===== src/rtl/vga_pkg.sv =====
// Shared definitions for the VGA output path: 640x480@60 timing, axis
// state encoding, the sync/blank bundle carried through the alignment
// pipeline, and colour constants used by the colour generator.
package vga_pkg;

  // Counter width for both axes; every axis total must stay below 1024
  localparam int CNT_W = 10;

  // Horizontal timing, in pixel clocks
  localparam int VGA_H_ACTIVE = 640;
  localparam int VGA_H_FP     = 16;
  localparam int VGA_H_SYNC   = 96;
  localparam int VGA_H_BP     = 48;
  localparam int VGA_H_TOTAL  = VGA_H_ACTIVE + VGA_H_FP + VGA_H_SYNC + VGA_H_BP;

  // Vertical timing, in lines
  localparam int VGA_V_ACTIVE = 480;
  localparam int VGA_V_FP     = 10;
  localparam int VGA_V_SYNC   = 2;
  localparam int VGA_V_BP     = 33;
  localparam int VGA_V_TOTAL  = VGA_V_ACTIVE + VGA_V_FP + VGA_V_SYNC + VGA_V_BP;

  // Default colour-generator latency in clocks (legal range 1..4)
  localparam int VGA_COLOR_LAT = 1;

  // Colour channel width and the shared extreme values
  localparam int COLOR_W = 8;
  localparam logic [COLOR_W-1:0] COLOR_OFF  = 8'h00;
  localparam logic [COLOR_W-1:0] COLOR_FULL = 8'hFF;

  // Phase of one raster axis: active, front porch, sync, back porch
  typedef enum logic [1:0] {
    ACT = 2'd0,
    FPO = 2'd1,
    SYN = 2'd2,
    BPO = 2'd3
  } axis_state_t;

  // Sync/blank bundle travelling alongside the pixel coordinates
  typedef struct packed {
    logic hs;
    logic vs;
    logic visible;
  } sync_bits_t;

  // Idle bundle: both syncs released, pixel blanked
  localparam sync_bits_t SYNC_IDLE = '{hs: 1'b1, vs: 1'b1, visible: 1'b0};

  // Last count index of a segment that ends after 'len' clocks
  function automatic logic [CNT_W-1:0] last_index(input int len);
    return CNT_W'(len - 1);
  endfunction

endpackage


===== src/rtl/vga_timing_gen_if.sv =====
// Bus between the timing generator, the colour generator and the VGA
// connector. The master modport is the timing generator; the slave
// modport is whatever consumes coordinates and returns colour.
interface vga_timing_gen_if;
  import vga_pkg::*;

  // Colour returned by the colour generator
  logic [COLOR_W-1:0] i_Red;
  logic [COLOR_W-1:0] i_Green;
  logic [COLOR_W-1:0] i_Blue;

  // Coordinate request side
  logic [CNT_W-1:0]   o_x_pos;
  logic [CNT_W-1:0]   o_y_pos;
  logic               o_frame_start;

  // Connector / DAC pins
  logic               o_VGA_HS;
  logic               o_VGA_VS;
  logic               o_VGA_BLANK_N;
  logic               o_VGA_SYNC_N;
  logic               o_VGA_CLK;
  logic [COLOR_W-1:0] o_VGA_R;
  logic [COLOR_W-1:0] o_VGA_G;
  logic [COLOR_W-1:0] o_VGA_B;

  modport master (
    input  i_Red, i_Green, i_Blue,
    output o_x_pos, o_y_pos, o_frame_start,
    output o_VGA_HS, o_VGA_VS, o_VGA_BLANK_N, o_VGA_SYNC_N, o_VGA_CLK,
    output o_VGA_R, o_VGA_G, o_VGA_B
  );

  modport slave (
    output i_Red, i_Green, i_Blue,
    input  o_x_pos, o_y_pos, o_frame_start,
    input  o_VGA_HS, o_VGA_VS, o_VGA_BLANK_N, o_VGA_SYNC_N, o_VGA_CLK,
    input  o_VGA_R, o_VGA_G, o_VGA_B
  );

endinterface


===== src/rtl/vga_axis_counter.sv =====
// One raster axis: a wrapping counter plus a four-phase state machine
// (active, front porch, sync, back porch). Used once for the horizontal
// axis (always enabled) and once for the vertical axis (enabled on the
// horizontal wrap). All phase changes compare against the count.
module vga_axis_counter
  import vga_pkg::*;
#(
  parameter int ACTIVE = VGA_H_ACTIVE,
  parameter int FP     = VGA_H_FP,
  parameter int SYNC   = VGA_H_SYNC,
  parameter int BP     = VGA_H_BP
) (
  input  logic             i_clk,
  input  logic             i_rst,
  input  logic             enable,
  output logic [CNT_W-1:0] count,
  output axis_state_t      state,
  output logic             wrap
);

  localparam int TOTAL = ACTIVE + FP + SYNC + BP;

  // Last count value of each phase
  localparam logic [CNT_W-1:0] ACT_LAST = last_index(ACTIVE);
  localparam logic [CNT_W-1:0] FPO_LAST = last_index(ACTIVE + FP);
  localparam logic [CNT_W-1:0] SYN_LAST = last_index(ACTIVE + FP + SYNC);
  localparam logic [CNT_W-1:0] TOT_LAST = last_index(TOTAL);

  axis_state_t      state_q;
  axis_state_t      state_d;
  logic [CNT_W-1:0] count_q;
  logic [CNT_W-1:0] count_d;
  logic             at_last;

  assign at_last = (count_q == TOT_LAST);

  // State and count registers; reset parks the axis at the start of active
  always_ff @(posedge i_clk or posedge i_rst) begin
    if (i_rst) begin
      state_q <= ACT;
      count_q <= '0;
    end else begin
      state_q <= state_d;
      count_q <= count_d;
    end
  end

  // Next count and phase; nothing moves unless the axis is enabled
  always_comb begin
    state_d = state_q;
    count_d = count_q;
    if (enable) begin
      count_d = at_last ? '0 : count_q + CNT_W'(1);
      unique case (state_q)
        ACT: if (count_q == ACT_LAST) state_d = FPO;
        FPO: if (count_q == FPO_LAST) state_d = SYN;
        SYN: if (count_q == SYN_LAST) state_d = BPO;
        BPO: if (at_last)             state_d = ACT;
        default:                      state_d = ACT;
      endcase
    end
  end

  assign count = count_q;
  assign state = state_q;
  assign wrap  = enable && at_last;

endmodule


===== src/rtl/vga_timing_gen.sv =====
// VGA raster master. Two axis counters produce the pixel position; the
// position is registered out to the colour generator together with a
// raw sync/blank bundle. That bundle is delayed by the colour latency so
// that, one register later, sync, blank and colour for the same pixel
// reach the connector in the same clock.
module vga_timing_gen
  import vga_pkg::*;
#(
  parameter int H_ACTIVE  = VGA_H_ACTIVE,
  parameter int H_FP      = VGA_H_FP,
  parameter int H_SYNC    = VGA_H_SYNC,
  parameter int H_BP      = VGA_H_BP,
  parameter int V_ACTIVE  = VGA_V_ACTIVE,
  parameter int V_FP      = VGA_V_FP,
  parameter int V_SYNC    = VGA_V_SYNC,
  parameter int V_BP      = VGA_V_BP,
  parameter int COLOR_LAT = VGA_COLOR_LAT
) (
  input  logic             i_clk,
  input  logic             i_rst,
  vga_timing_gen_if.master vga
);

  logic [CNT_W-1:0] h_cnt;
  logic [CNT_W-1:0] v_cnt;
  axis_state_t      h_state;
  axis_state_t      v_state;
  logic             h_wrap;
  logic             v_wrap;

  // Set exactly while both counters sit at zero
  logic             at_origin;

  sync_bits_t       raw_sync;
  sync_bits_t       sync_dly [COLOR_LAT];
  sync_bits_t       pin_sync;

  // Horizontal axis advances every pixel clock
  vga_axis_counter #(
    .ACTIVE (H_ACTIVE),
    .FP     (H_FP),
    .SYNC   (H_SYNC),
    .BP     (H_BP)
  ) u_h_axis (
    .i_clk  (i_clk),
    .i_rst  (i_rst),
    .enable (1'b1),
    .count  (h_cnt),
    .state  (h_state),
    .wrap   (h_wrap)
  );

  // Vertical axis advances once per line, on the horizontal wrap
  vga_axis_counter #(
    .ACTIVE (V_ACTIVE),
    .FP     (V_FP),
    .SYNC   (V_SYNC),
    .BP     (V_BP)
  ) u_v_axis (
    .i_clk  (i_clk),
    .i_rst  (i_rst),
    .enable (h_wrap),
    .count  (v_cnt),
    .state  (v_state),
    .wrap   (v_wrap)
  );

  // Both counters reach zero together on the last pixel of the frame
  always_ff @(posedge i_clk or posedge i_rst) begin
    if (i_rst) begin
      at_origin <= 1'b1;
    end else begin
      at_origin <= v_wrap;
    end
  end

  // Coordinate request stage and the raw sync/blank bundle for that pixel
  always_ff @(posedge i_clk or posedge i_rst) begin
    if (i_rst) begin
      vga.o_x_pos       <= '0;
      vga.o_y_pos       <= '0;
      vga.o_frame_start <= 1'b0;
      raw_sync          <= SYNC_IDLE;
    end else begin
      vga.o_x_pos       <= (h_state == ACT) ? h_cnt : '0;
      vga.o_y_pos       <= (v_state == ACT) ? v_cnt : '0;
      vga.o_frame_start <= at_origin;
      raw_sync.hs       <= (h_state != SYN);
      raw_sync.vs       <= (v_state != SYN);
      raw_sync.visible  <= (h_state == ACT) && (v_state == ACT);
    end
  end

  // Hold sync/blank back until the colour for the same pixel has returned
  always_ff @(posedge i_clk or posedge i_rst) begin
    if (i_rst) begin
      for (int i = 0; i < COLOR_LAT; i++) begin
        sync_dly[i] <= SYNC_IDLE;
      end
    end else begin
      sync_dly[0] <= raw_sync;
      for (int i = 1; i < COLOR_LAT; i++) begin
        sync_dly[i] <= sync_dly[i-1];
      end
    end
  end

  assign pin_sync = sync_dly[COLOR_LAT-1];

  // Pin register: colour passes only for visible pixels, black otherwise
  always_ff @(posedge i_clk or posedge i_rst) begin
    if (i_rst) begin
      vga.o_VGA_HS      <= 1'b1;
      vga.o_VGA_VS      <= 1'b1;
      vga.o_VGA_BLANK_N <= 1'b0;
      vga.o_VGA_R       <= COLOR_OFF;
      vga.o_VGA_G       <= COLOR_OFF;
      vga.o_VGA_B       <= COLOR_OFF;
    end else begin
      vga.o_VGA_HS      <= pin_sync.hs;
      vga.o_VGA_VS      <= pin_sync.vs;
      vga.o_VGA_BLANK_N <= pin_sync.visible;
      vga.o_VGA_R       <= pin_sync.visible ? vga.i_Red   : COLOR_OFF;
      vga.o_VGA_G       <= pin_sync.visible ? vga.i_Green : COLOR_OFF;
      vga.o_VGA_B       <= pin_sync.visible ? vga.i_Blue  : COLOR_OFF;
    end
  end

  // No sync-on-green; the DAC clock is the pixel clock itself
  assign vga.o_VGA_SYNC_N = 1'b0;
  assign vga.o_VGA_CLK    = i_clk;

endmodule


===== src/flat_wrapper.sv =====
// flat-port wrapper written by rule: the top's interface ports become plain ports
module vga_timing_gen_flat import vga_pkg::*;
#(
  parameter int H_ACTIVE  = VGA_H_ACTIVE,
  parameter int H_FP      = VGA_H_FP,
  parameter int H_SYNC    = VGA_H_SYNC,
  parameter int H_BP      = VGA_H_BP,
  parameter int V_ACTIVE  = VGA_V_ACTIVE,
  parameter int V_FP      = VGA_V_FP,
  parameter int V_SYNC    = VGA_V_SYNC,
  parameter int V_BP      = VGA_V_BP,
  parameter int COLOR_LAT = VGA_COLOR_LAT
)
  (i_clk, i_rst, vga_i_Red, vga_i_Green, vga_i_Blue, vga_o_x_pos, vga_o_y_pos, vga_o_frame_start, vga_o_VGA_HS, vga_o_VGA_VS, vga_o_VGA_BLANK_N, vga_o_VGA_SYNC_N, vga_o_VGA_CLK, vga_o_VGA_R, vga_o_VGA_G, vga_o_VGA_B);
  vga_timing_gen_if vga_i ();
  input  logic i_clk;
  input  logic i_rst;
  input wire logic [$bits(vga_i.i_Red)-1:0] vga_i_Red;
  input wire logic [$bits(vga_i.i_Green)-1:0] vga_i_Green;
  input wire logic [$bits(vga_i.i_Blue)-1:0] vga_i_Blue;
  output wire logic [$bits(vga_i.o_x_pos)-1:0] vga_o_x_pos;
  output wire logic [$bits(vga_i.o_y_pos)-1:0] vga_o_y_pos;
  output wire logic [$bits(vga_i.o_frame_start)-1:0] vga_o_frame_start;
  output wire logic [$bits(vga_i.o_VGA_HS)-1:0] vga_o_VGA_HS;
  output wire logic [$bits(vga_i.o_VGA_VS)-1:0] vga_o_VGA_VS;
  output wire logic [$bits(vga_i.o_VGA_BLANK_N)-1:0] vga_o_VGA_BLANK_N;
  output wire logic [$bits(vga_i.o_VGA_SYNC_N)-1:0] vga_o_VGA_SYNC_N;
  output wire logic [$bits(vga_i.o_VGA_CLK)-1:0] vga_o_VGA_CLK;
  output wire logic [$bits(vga_i.o_VGA_R)-1:0] vga_o_VGA_R;
  output wire logic [$bits(vga_i.o_VGA_G)-1:0] vga_o_VGA_G;
  output wire logic [$bits(vga_i.o_VGA_B)-1:0] vga_o_VGA_B;
  assign vga_i.i_Red = vga_i_Red;
  assign vga_i.i_Green = vga_i_Green;
  assign vga_i.i_Blue = vga_i_Blue;
  assign vga_o_x_pos = vga_i.o_x_pos;
  assign vga_o_y_pos = vga_i.o_y_pos;
  assign vga_o_frame_start = vga_i.o_frame_start;
  assign vga_o_VGA_HS = vga_i.o_VGA_HS;
  assign vga_o_VGA_VS = vga_i.o_VGA_VS;
  assign vga_o_VGA_BLANK_N = vga_i.o_VGA_BLANK_N;
  assign vga_o_VGA_SYNC_N = vga_i.o_VGA_SYNC_N;
  assign vga_o_VGA_CLK = vga_i.o_VGA_CLK;
  assign vga_o_VGA_R = vga_i.o_VGA_R;
  assign vga_o_VGA_G = vga_i.o_VGA_G;
  assign vga_o_VGA_B = vga_i.o_VGA_B;
  vga_timing_gen #(.H_ACTIVE(H_ACTIVE), .H_FP(H_FP), .H_SYNC(H_SYNC), .H_BP(H_BP), .V_ACTIVE(V_ACTIVE), .V_FP(V_FP), .V_SYNC(V_SYNC), .V_BP(V_BP), .COLOR_LAT(COLOR_LAT)) u_core (.i_clk(i_clk), .i_rst(i_rst), .vga(vga_i));
endmodule

===== config.mk =====
export PLATFORM = sky130hd
export DESIGN_NAME = vga_timing_gen_flat
export DESIGN_NICKNAME = d
export VERILOG_FILES = /design/src/rtl/vga_pkg.sv /design/src/rtl/vga_timing_gen_if.sv /design/src/rtl/vga_axis_counter.sv /design/src/rtl/vga_timing_gen.sv /design/src/flat_wrapper.sv
export SDC_FILE = /design/constraint.sdc
export NUM_CORES = 1
export LEC_CHECK = 0
export ABC_AREA = 1
export CAP_MARGIN = 20
export CORE_ASPECT_RATIO = 1.4
export CORE_MARGIN = 2
export CORE_UTILIZATION = 54
export DETAILED_ROUTE_END_ITERATION = 16
export GPL_ROUTABILITY_DRIVEN = 1
export PLACE_DENSITY = 0.88
export SLEW_MARGIN = 40
export SYNTH_ARGS = -nofsm -noshare
export SYNTH_HDL_FRONTEND = slang
export SYNTH_HIERARCHICAL = 1
export SYNTH_SLANG_ARGS = --single-unit

===== constraint.sdc =====
create_clock -name i_clk -period 4.8 [get_ports i_clk]
set_clock_uncertainty 0.15 [all_clocks]
set_input_delay 1.2 -clock i_clk [delete_from_list [all_inputs] [get_ports i_clk]]
set_output_delay 1.2 -clock i_clk [all_outputs]
set_load 0.01 [all_outputs]

== Yosys cells after proc, flatten, opt, wreduce, memory -nomap -nowiden ==
Index checks and enable logic that the tools add are counted.
Word-level totals
  register bits: 79
  input port bits: 26
  output and inout bits: 50
  logic and storage cells: 69
Cells by class
  $add $sub $neg: 2
  equality and inequality tests: 24
  multiplexer cells: 17
  reduce and logical (&&, ||, !) cells: 6
Operator list (count)
  == test 10 bit (second input constant): 5
  two-way mux 10 bit: 4
  == test 10 x 9 -> 1 bit (second input constant): 3
  two-way mux 8 bit: 3
  adder 10 x 1 -> 10 bit (second input constant): 2
  inequality test 2 bit (second input constant): 10
  two-way mux 2 bit: 8
  one-hot mux 2 bit (4 select lines): 2
  == test 2 bit (second input constant): 4
  AND reduction 5 bit: 1
  == test 2 x 1 -> 1 bit (second input constant): 2
  logical NOT 2 bit: 2
  AND reduction 4 bit: 1
  logical AND 1 bit: 2

== Logic depth before layout (Yosys ltp) ==
Gate-level depths: netlist (run 1).
  depth after elaboration: 3
  depth in mapped cells: 12
  mapped depth without buffers: 11

== Modules after synthesis ==
The synthesis (run 1) kept the hierarchy.
By module, submodules not included
  vga_timing_gen: instances 1, cells an instance 161, area each 1808.0 µm², seq. area each 1385.1 µm²
  vga_axis_counter (u_core.u_v_axis): instances 1, cells an instance 114, area each 882.1 µm², seq. area each 300.3 µm²
  vga_axis_counter (u_core.u_h_axis): instances 1, cells an instance 105, area each 800.8 µm², seq. area each 300.3 µm²

==> flow_metrics.tcl, run 1 <==
set metrics [dict create \
    status "finished, final reports clean" \
    min_to "u_core/pin_sync[2]" \
    viasPerCell 4.92 \
    dr.pass1.iters 4 \
    slowest_delay_ns 0.48 \
    place_area_um2 4260 \
    io_buffers 74 \
    synth_nets 420 \
    rsz0062_at_grt "no" \
    hold_path_depth 0 \
    crit_family "buffers and inverters" \
    hold_violations 0 \
    postCtsSetupRepairBufs 0 \
    syn_inst 380 \
    min_path_type "reg -> reg" \
    crit_start "i_clk" \
    p_leak_nw 2.39 \
    drv_cap 0 \
    use_met1_pct 22.9 \
    rr_worst_depth 11 \
    row_count 34 \
    worst_slew_pin_slew_ns 0.741 \
    grt_util_met2_pct 38.4 \
    synth_warnings 6 \
    yosys.area.top_type_share_pct 51.6 \
    post_drt_wl_per_cell_um 13.7 \
    critPathSlowestCell "clkdlybuf4s50_1" \
    end_kind "output port" \
    r2r_slack_ns 2.30 \
    antenna_cells 0 \
    drc_errors 0 \
    fin_tns_setup_ns 0 \
    slew_headroom_pct 50.6 \
    vias 2642 \
    grt.overflow.total 0 \
    drtAntennaViolNets 0 \
    cp_cell_sequence "clkbuf_8 -> clkbuf_8 -> clkdlybuf4s50_1" \
    p_sw_share_pct 33.4 \
    crit_buf_inv 3 \
    power_frac_seq_pct 46.4 \
    drt_first_iter_violations 117 \
    clkPwrFrac_pct 23.7 \
    ys_types 30 \
    path_class "clk -> out" \
    total_power_mw 2.09 \
    fp.dieW_um 72.0 \
    hpwlAfterDp_um 5100 \
    initial_core_util_pct 55.8 \
    async_flop_share_pct 100 \
    chipHeight_um 99.1 \
    ys_seq_area_share_pct 56.9 \
    irDropWorstVdd_uv 274 \
    place_congestion 0.838 \
    powerDensity_nw_per_um2 468 \
    grt_use_met3_pct 6.38 \
    fin_area_um2 4470 \
    fillCellCount 410 \
    setup_viol 0 \
    coreArea_um2 6250 \
    ys_ff_latch 79 \
    startpoint_type "clock port" \
    cp.required_ns 3.45 \
    pwr-share-comb_pct 29.8 \
    ctsHoldBuffers 0 \
    syn_to_final_growth_pct 28.0 \
    r2r_start "u_core/u_h_axis/count[0]" \
    crit_fanout 2 \
    cts_resized 0 \
    io_pins 76 \
    hold_start "u_core/raw_sync[2]" \
    intPower_mw 1.39 \
    worst_path_most_repeated_cell "clkbuf_8" \
    drive_gt1_share_pct 10.8 \
    wl_um 7340 \
    drv_slew 0 \
    synth_area_leader_cell "dfrtp_1" \
    clk_pin_slew_ns 0.08 \
    clk_latency_ns 0.44 \
    synth_area_leaders "dfrtp_1 52%, inv_1 9.2%, nand2_1 8.3%" \
    synth.avg_cell_area_um2 9.19 \
    grt_pass1_vias 2662 \
    syn_area_um2 3490 \
    synth-main-ff-cell "dfrtp_1" \
    cts_tree "done" \
    layout.nets 500 \
    busiest_layer "met2" \
    dieArea_um2 7130 \
    arrival_ns 3.10 \
    r2r_end "u_core/u_v_axis/count[7]" \
    synth_edf_count 0 \
    antenna_found_initial 0 \
    grt_pass1_wl_um 11800 \
    p_sw_mw 0.699 \
    grt_max_degree 56 \
    grtUsageTotal_pct 21.8 \
]
power by group through the flow:
stage	sequential, mW	clock (mW)	combinational [mW]
3_5_place_dp	0.980	0.0212	0.606
2_1_floorplan	0.991	0.0172	0.305
3_3_place_gp	0.965	0.0212	0.583
6_report	0.971	0.496	0.624
4_1_cts	0.970	0.509	0.622
5_1_grt	0.994	0.538	0.690
final cells by class:
cell class | instances | area (µm²) | area share, %
flip-flops and latches | 79 | 1990 | 44.5
multi-input cells | 205 | 1110 | 24.9
repair buffers | 73 | 731 | 16.4
inverters | 88 | 333 | 7.45
clock buffers | 15 | 183 | 4.09
well taps | 72 | 90.1 | 2.02
clock inverters | 5 | 33.8 | 0.756
cells in the mapped netlist, types with 4 or more instances:
master / n
dfstp_2: 7
xnor2_1: 4
nor2_1: 46
nand2_1: 77
inv_1: 86
nand3_2: 4
xor2_1: 6
nand2_2: 5
o21ai_0: 5
nand3_1: 12
dfrtp_1: 72
nand4_1: 7
ha_1: 14
nor2_2: 4
placed cells by master (no fill, tap or decap), types with 3 or more instances in the layout:
master           Yosys  final
or2_2                3      3
xnor2_1              4      4
clkdlybuf4s50_1      0     74
nand4_1              7      7
nor4_1               3      3
inv_1               86     85
nor3_1               3      3
dfstp_2              7      7
dfrtp_1             72     72
nand2_2              5      5
xor2_1               6      6
nand3_2              4      4
nand3_1             12     12
nor2_1              46     45
ha_1                14     14
o21ai_0              5      5
nand2_1             77     77
nor2_2               4      5
clkbuf_8             0     12
routing by layer:
metal / wire length, µm / share of wire [%]
met5: 0 / 0
met4: 208 / 2.8
met3: 427 / 5.8
met2: 4020 / 55
met1: 2690 / 37
metrics by stage:
| stage | instances | hold WS, ns | utilization [%] | setup slack (ns) |
|---|---|---|---|---|
| final | 537 | 0.210 | 71.4 | 0.351 |
| after global routing | 537 | 0.217 | 71.4 | 0.331 |
| after CTS | 537 | 0.214 | 71.4 | 0.344 |
| after detailed placement | 518 | 0.201 | 68.1 | 0.601 |
| after global placement | 518 | 0.183 | 68.0 | 0.601 |
| after floorplan | 380 | 0.181 | - | 0.931 |
kinds of logic (layout without fill, tap and decap cells):
logic type               count (synthesis)  after routing  share of synthesized area [%]
AO/OA/AOI/OAI                            9              9                           1.76
XOR/XNOR                                10             10                           2.51
adder cells (fa/ha/maj)                 14             14                           5.02
buffers and inverters                   96            181                           11.4
flip-flops                              79             79                           56.9
other                                    2              2                          0.215
AND/OR/NAND/NOR                        170            170                           22.3
state kept, by name (all words and copies together) (netlist names), 3 cells and up:
name	count
u_core/vga.o_y_pos	10
u_core/u_h_axis/count	10
u_core/vga.o_VGA_G	8
u_core/vga.o_x_pos	10
u_core/vga.o_VGA_R	8
u_core/u_v_axis/count	10
u_core/pin_sync	3
u_core/vga.o_VGA_B	8
u_core/raw_sync	3
how the worst max path moves through the flow:
stage | endpoint | depth (start not counted)
after floorplan | vga_o_VGA_CLK | 1
after global placement | vga_o_VGA_CLK | 1
after detailed placement | vga_o_VGA_CLK | 1
after CTS | vga_o_VGA_CLK | 3
after global routing | vga_o_VGA_CLK | 3
final | vga_o_VGA_CLK | 3
(Power assumes the default switching activity.)
==> inputs of run 2 (changes only) <==
--- a/config.mk
+++ b/config.mk
@@ -9,10 +9,10 @@
 export CAP_MARGIN = 20
 export CORE_ASPECT_RATIO = 1.4
 export CORE_MARGIN = 2
-export CORE_UTILIZATION = 54
+export CORE_UTILIZATION = 50
 export DETAILED_ROUTE_END_ITERATION = 16
 export GPL_ROUTABILITY_DRIVEN = 1
-export PLACE_DENSITY = 0.88
+export PLACE_DENSITY = 0.83
 export SLEW_MARGIN = 40
 export SYNTH_ARGS = -nofsm -noshare
 export SYNTH_HDL_FRONTEND = slang
==> constraint.sdc (replaced) <==
create_clock -name i_clk -period 4.95 [get_ports i_clk]
set_clock_uncertainty 0.15 [all_clocks]
set_input_delay 1.2375 -clock i_clk [delete_from_list [all_inputs] [get_ports i_clk]]
set_output_delay 1.2375 -clock i_clk [all_outputs]
set_load 0.01 [all_outputs]
==> run 2 against run 1 <==
  * Sequential share of layout area decreased by 0.53 points
  * Die area up 7.6%
  * Register-to-register slack better by 0.21 ns
  * First-iteration DRC count is 4.3% higher
  * Combinational power decreased by 5.3%
  * Cell area is 1.2% higher
  * Routed wire length shrank 9.0%
  * Utilization fell by 5.4 points
  * Cell count is 4.3% higher
  * Setup slack gained 0.031 ns
  * Largest cell class unchanged
==> flow_metrics.tcl, run 2 (synthesized netlist as in run 1, its figures left out) <==
set metrics [dict create \
    place_congestion 0.918 \
    layout_common_cells "85 x inv_1, 77 x nand2_1, 74 x clkdlybuf4s50_1" \
    grt.overflow.total 0 \
    drv_slew 0 \
    viasPerCell 4.57 \
    row_count 36 \
    pwr-share-comb_pct 28.6 \
    clk_latency_ns 0.45 \
    crit_family "buffers and inverters" \
    grt_pass1_wl_um 10900 \
    final_common_cell "inv_1" \
    antenna_found_initial 0 \
    end_kind "output port" \
    initial_core_util_pct 51.0 \
    p_sw_share_pct 31.7 \
    fin_tns_setup_ns 0 \
    hold_violations 0 \
    post_drt_wl_per_cell_um 11.9 \
    power_frac_seq_pct 45.2 \
    fp.dieW_um 74.6 \
    postCtsSetupRepairBufs 0 \
    dr.pass1.iters 4 \
    wl_um 6680 \
    coreArea_um2 6850 \
    io_pins 76 \
    worst_path_most_repeated_cell "clkbuf_8" \
    min_path_type "reg -> reg" \
    ctsHoldBuffers 0 \
    arrival_ns 3.18 \
    drtAntennaViolNets 0 \
    dieArea_um2 7680 \
    drt_first_iter_violations 122 \
    slowest_delay_ns 0.48 \
    rsz0062_at_grt "no" \
    path_class "clk -> out" \
    cts_tree "done" \
    clkPwrFrac_pct 26.2 \
    vias 2558 \
    drv_cap 0 \
    powerDensity_nw_per_um2 457 \
    worst_slew_pin_slew_ns 0.726 \
    grt_max_degree 56 \
    drive_gt1_share_pct 10.8 \
    p_leak_nw 2.41 \
    cts_resized 0 \
    clk_pin_slew_ns 0.07 \
    cp.required_ns 3.56 \
    fin_area_um2 4520 \
    hpwlAfterDp_um 4630 \
    chipHeight_um 103 \
    worst_slack_ns 0.382 \
    grtUsageTotal_pct 19.2 \
    crit_fanout 2 \
    layout.nets 500 \
    irDropWorstVdd_uv 184 \
    grt_pass1_vias 2510 \
    place_area_um2 4290 \
    startpoint_type "clock port" \
    fillCellCount 522 \
    utilization_pct 66.0 \
    drc_errors 0 \
    status "finished, final reports clean" \
    crit_buf_inv 3 \
    pre_cts_ws_ns 0.639 \
    critPathSlowestCell "clkdlybuf4s50_1" \
    slew_headroom_pct 51.6 \
    p_sw_mw 0.656 \
    setup_viol 0 \
    io_buffers 74 \
    antenna_cells 0 \
    cp_cell_sequence "clkbuf_8 -> clkbuf_8 -> clkdlybuf4s50_1" \
    intPower_mw 1.41 \
    syn_to_final_growth_pct 29.5 \
]
-- run 2: cell types whose count changed in the layout (fill, tap and decap cells not counted) --
| cell | before | now |
|---|---|---|
| bufinv_16 | 0 | 1 |
| clkbuf_8 | 12 | 13 |
| clkinv_2 | 2 | 3 |
| clkinvlp_4 | 2 | 0 |
| inv_6 | 1 | 0 |
-- run 2: metal layers --
layer  GRT usage (%)  up-vias  share of wire (%)
li1                -     1269                  -
met1            20.3     1181                 38
met2            32.5       88                 53
met3            5.87       20                6.0
met4            12.2        0                3.3
met5               0        -                  0
-- run 2: metrics by stage --
stage                     hold WS [ns]  cells  power, mW
final                            0.206    560       2.07
after global placement           0.184    541       1.52
after detailed placement         0.197    541       1.55
after global routing             0.207    560       2.20
after CTS                        0.206    560       2.09
after floorplan                  0.181    380       1.27
-- run 2: path summary, 6_finish.rpt --
kind | endpoint | depth (start not counted) | slack, ns | from
setup / recovery | vga_o_VGA_CLK | 3 | 0.38 | i_clk
hold / removal | u_core/pin_sync[1] | 0 | 0.21 | u_core/raw_sync[1]
setup reg to reg | u_core/u_v_axis/count[7] | 11 | 2.51 | u_core/u_h_axis/count[0]
hold reg to reg | u_core/pin_sync[1] | 0 | 0.21 | u_core/raw_sync[1]
max in group asynchronous | u_core/vga.o_VGA_G[4] | 2 | 3.07 | i_rst
min in group asynchronous | u_core/u_h_axis/count[5] | 2 | 1.08 | i_rst
-- run 2: power by group through the flow --
stage / sequential (mW) / clock [mW] / combinational, mW
after floorplan: 0.961 / 0.0166 / 0.295
after global placement: 0.937 / 0.0205 / 0.565
after detailed placement: 0.947 / 0.0205 / 0.584
after CTS: 0.937 / 0.560 / 0.591
after global routing: 0.957 / 0.584 / 0.661
final: 0.935 / 0.543 / 0.591
-- run 2: layout make-up --
type | count | area, µm² | share of cell area (%)
Tap cell | 95 | 119 | 2.63
Sequential cell | 79 | 1990 | 43.9
Inverter | 88 | 333 | 7.36
Clock inverter | 4 | 45.0 | 0.996
Timing Repair Buffer | 73 | 731 | 16.2
Multi-Input combinational cell | 205 | 1110 | 24.6
Clock buffer | 16 | 196 | 4.35
==> inputs of run 3 (changes only) <==
--- a/config.mk
+++ b/config.mk
@@ -7,12 +7,14 @@
 export LEC_CHECK = 0
 export ABC_AREA = 1
 export CAP_MARGIN = 20
+export CELL_PAD_IN_SITES_DETAIL_PLACEMENT = 1
+export CELL_PAD_IN_SITES_GLOBAL_PLACEMENT = 1
 export CORE_ASPECT_RATIO = 1.4
 export CORE_MARGIN = 2
-export CORE_UTILIZATION = 50
+export CORE_UTILIZATION = 38
 export DETAILED_ROUTE_END_ITERATION = 16
 export GPL_ROUTABILITY_DRIVEN = 1
-export PLACE_DENSITY = 0.83
+export PLACE_DENSITY = 0.84
 export SLEW_MARGIN = 40
 export SYNTH_ARGS = -nofsm -noshare
 export SYNTH_HDL_FRONTEND = slang
==> run 3 against run 2 <==
  * Combinational power rose by 6.8%
  * Clock power grew 79%
  * Critical path depth did not move
==> flow_metrics.tcl, run 3 (synthesized netlist as in run 1, its figures left out) <==
set metrics [dict create \
    status "finished, final reports clean" \
    clk_pin_slew_ns 0.06 \
    cts_tree "done" \
    row_count 41 \
    min_to "u_core/pin_sync[2]" \
    ctsHoldBuffers 0 \
    slew_headroom_pct 54.1 \
    cp.required_ns 3.56 \
    r2r_start "u_core/u_h_axis/count[0]" \
    drtAntennaViolNets 0 \
    cts_resized 0 \
    hold_start "u_core/raw_sync[2]" \
    setup_viol 0 \
    vias 2757 \
    fp.dieW_um 85.0 \
    viasPerCell 4.82 \
    hold_violations 0 \
    arrival_ns 3.20 \
    utilization_pct 52.9 \
    path_class "clk -> out" \
    initial_core_util_pct 38.9 \
    rr_worst_depth 11 \
    clk_latency_ns 0.46 \
    place_area_um2 4300 \
    irDropWorstVdd_uv 394 \
    worst_slew_pin_slew_ns 0.689 \
    fillCellCount 1000 \
    io_pins 76 \
    drv_slew 0 \
    fin_area_um2 4750 \
    powerDensity_nw_per_um2 540 \
    drv_cap 0 \
    dr.pass1.iters 4 \
    coreArea_um2 8980 \
    post_drt_wl_per_cell_um 17.9 \
    postCtsSetupRepairBufs 0 \
    place_congestion 0.783 \
    grt_max_degree 56 \
    crit_start "i_clk" \
    grt_pass1_wl_um 16600 \
    hpwlAfterDp_um 6520 \
    r2r_slack_ns 2.42 \
    min_path_type "reg -> reg" \
    io_buffers 74 \
    startpoint_type "clock port" \
    grt.overflow.total 0 \
    grtUsageTotal_pct 22.1 \
    end_kind "output port" \
    chipHeight_um 117 \
    final_common_cell "inv_1" \
    antenna_found_initial 0 \
    hold_path_depth 0 \
    layout_common_cells "85 x inv_1, 77 x nand2_1, 74 x clkdlybuf4s50_1" \
    p_leak_nw 2.50 \
    drive_gt1_share_pct 11.4 \
    rsz0062_at_grt "no" \
    syn_to_final_growth_pct 36.1 \
    wl_um 10200 \
    r2r_end "u_core/u_v_axis/count[7]" \
    grt_pass1_vias 3191 \
    crit_fanout 2 \
    antenna_cells 0 \
    layout.nets 500 \
    drt_first_iter_violations 196 \
    drc_errors 0 \
    dieArea_um2 9980 \
    fin_tns_setup_ns 0 \
]
-- run 3: changes by cell type in the layout (fill, tap and decap cells not counted) --
cell,previous run,this run
clkbuf_8,13,0
clkbuf_16,0,12
bufinv_16,1,4
clkinv_2,3,0
clkbuf_1,2,0
clkinvlp_4,0,2
dfrtp_1,72,71
dfrtp_2,0,1
inv_6,0,1
-- run 3: critical path: stages --
cell             delay [ns]
clkbuf_16              0.12
clkbuf_16              0.13
clkdlybuf4s50_1        0.47
-- run 3: cell type report --
class                   count  area (µm²)  share of cell area, %
flip-flops and latches     79        1990                   41.8
multi-input cells         205        1110                   23.4
repair buffers             73         731                   15.4
inverters                  88         333                   7.01
clock buffers              13         310                   6.53
clock inverters             7         144                   3.03
well taps                 107         134                   2.82
-- run 3: layer usage --
layer  part of all wire (%)  up-vias  GRT usage [%]
li1                       -     1271              -
met1                     38     1383           24.0
met2                     55       87           40.0
met3                    4.5       16           5.91
met4                    2.0        0           8.53
met5                      0        -              0
-- run 3: worst max path at each step --
stage,to,slack (ns),cells after the start
2_1_floorplan,vga_o_VGA_CLK,0.97,1
3_3_place_gp,vga_o_VGA_CLK,0.64,1
3_5_place_dp,vga_o_VGA_CLK,0.64,1
4_1_cts,vga_o_VGA_CLK,0.35,3
5_1_grt,vga_o_VGA_CLK,0.35,3
6_report,vga_o_VGA_CLK,0.37,3
-- run 3: power by group --
part	leakage, nW	total (mW)	internal (mW)	switching [mW]
Combinational	1.32	0.631	0.293	0.337
Clock	0.213	0.971	0.662	0.309
Sequential	0.972	0.961	0.812	0.149
-- run 3: per-stage QoR --
step / std cells / worst slack, ns / power [mW] / hold WS (ns)
2_1_floorplan: 380 / 0.968 / 1.27 / 0.181
3_3_place_gp: 553 / 0.639 / 1.53 / 0.185
3_5_place_dp: 553 / 0.639 / 1.60 / 0.199
4_1_cts: 572 / 0.353 / 2.59 / 0.208
5_1_grt: 572 / 0.349 / 2.70 / 0.211
6_report: 572 / 0.367 / 2.56 / 0.205
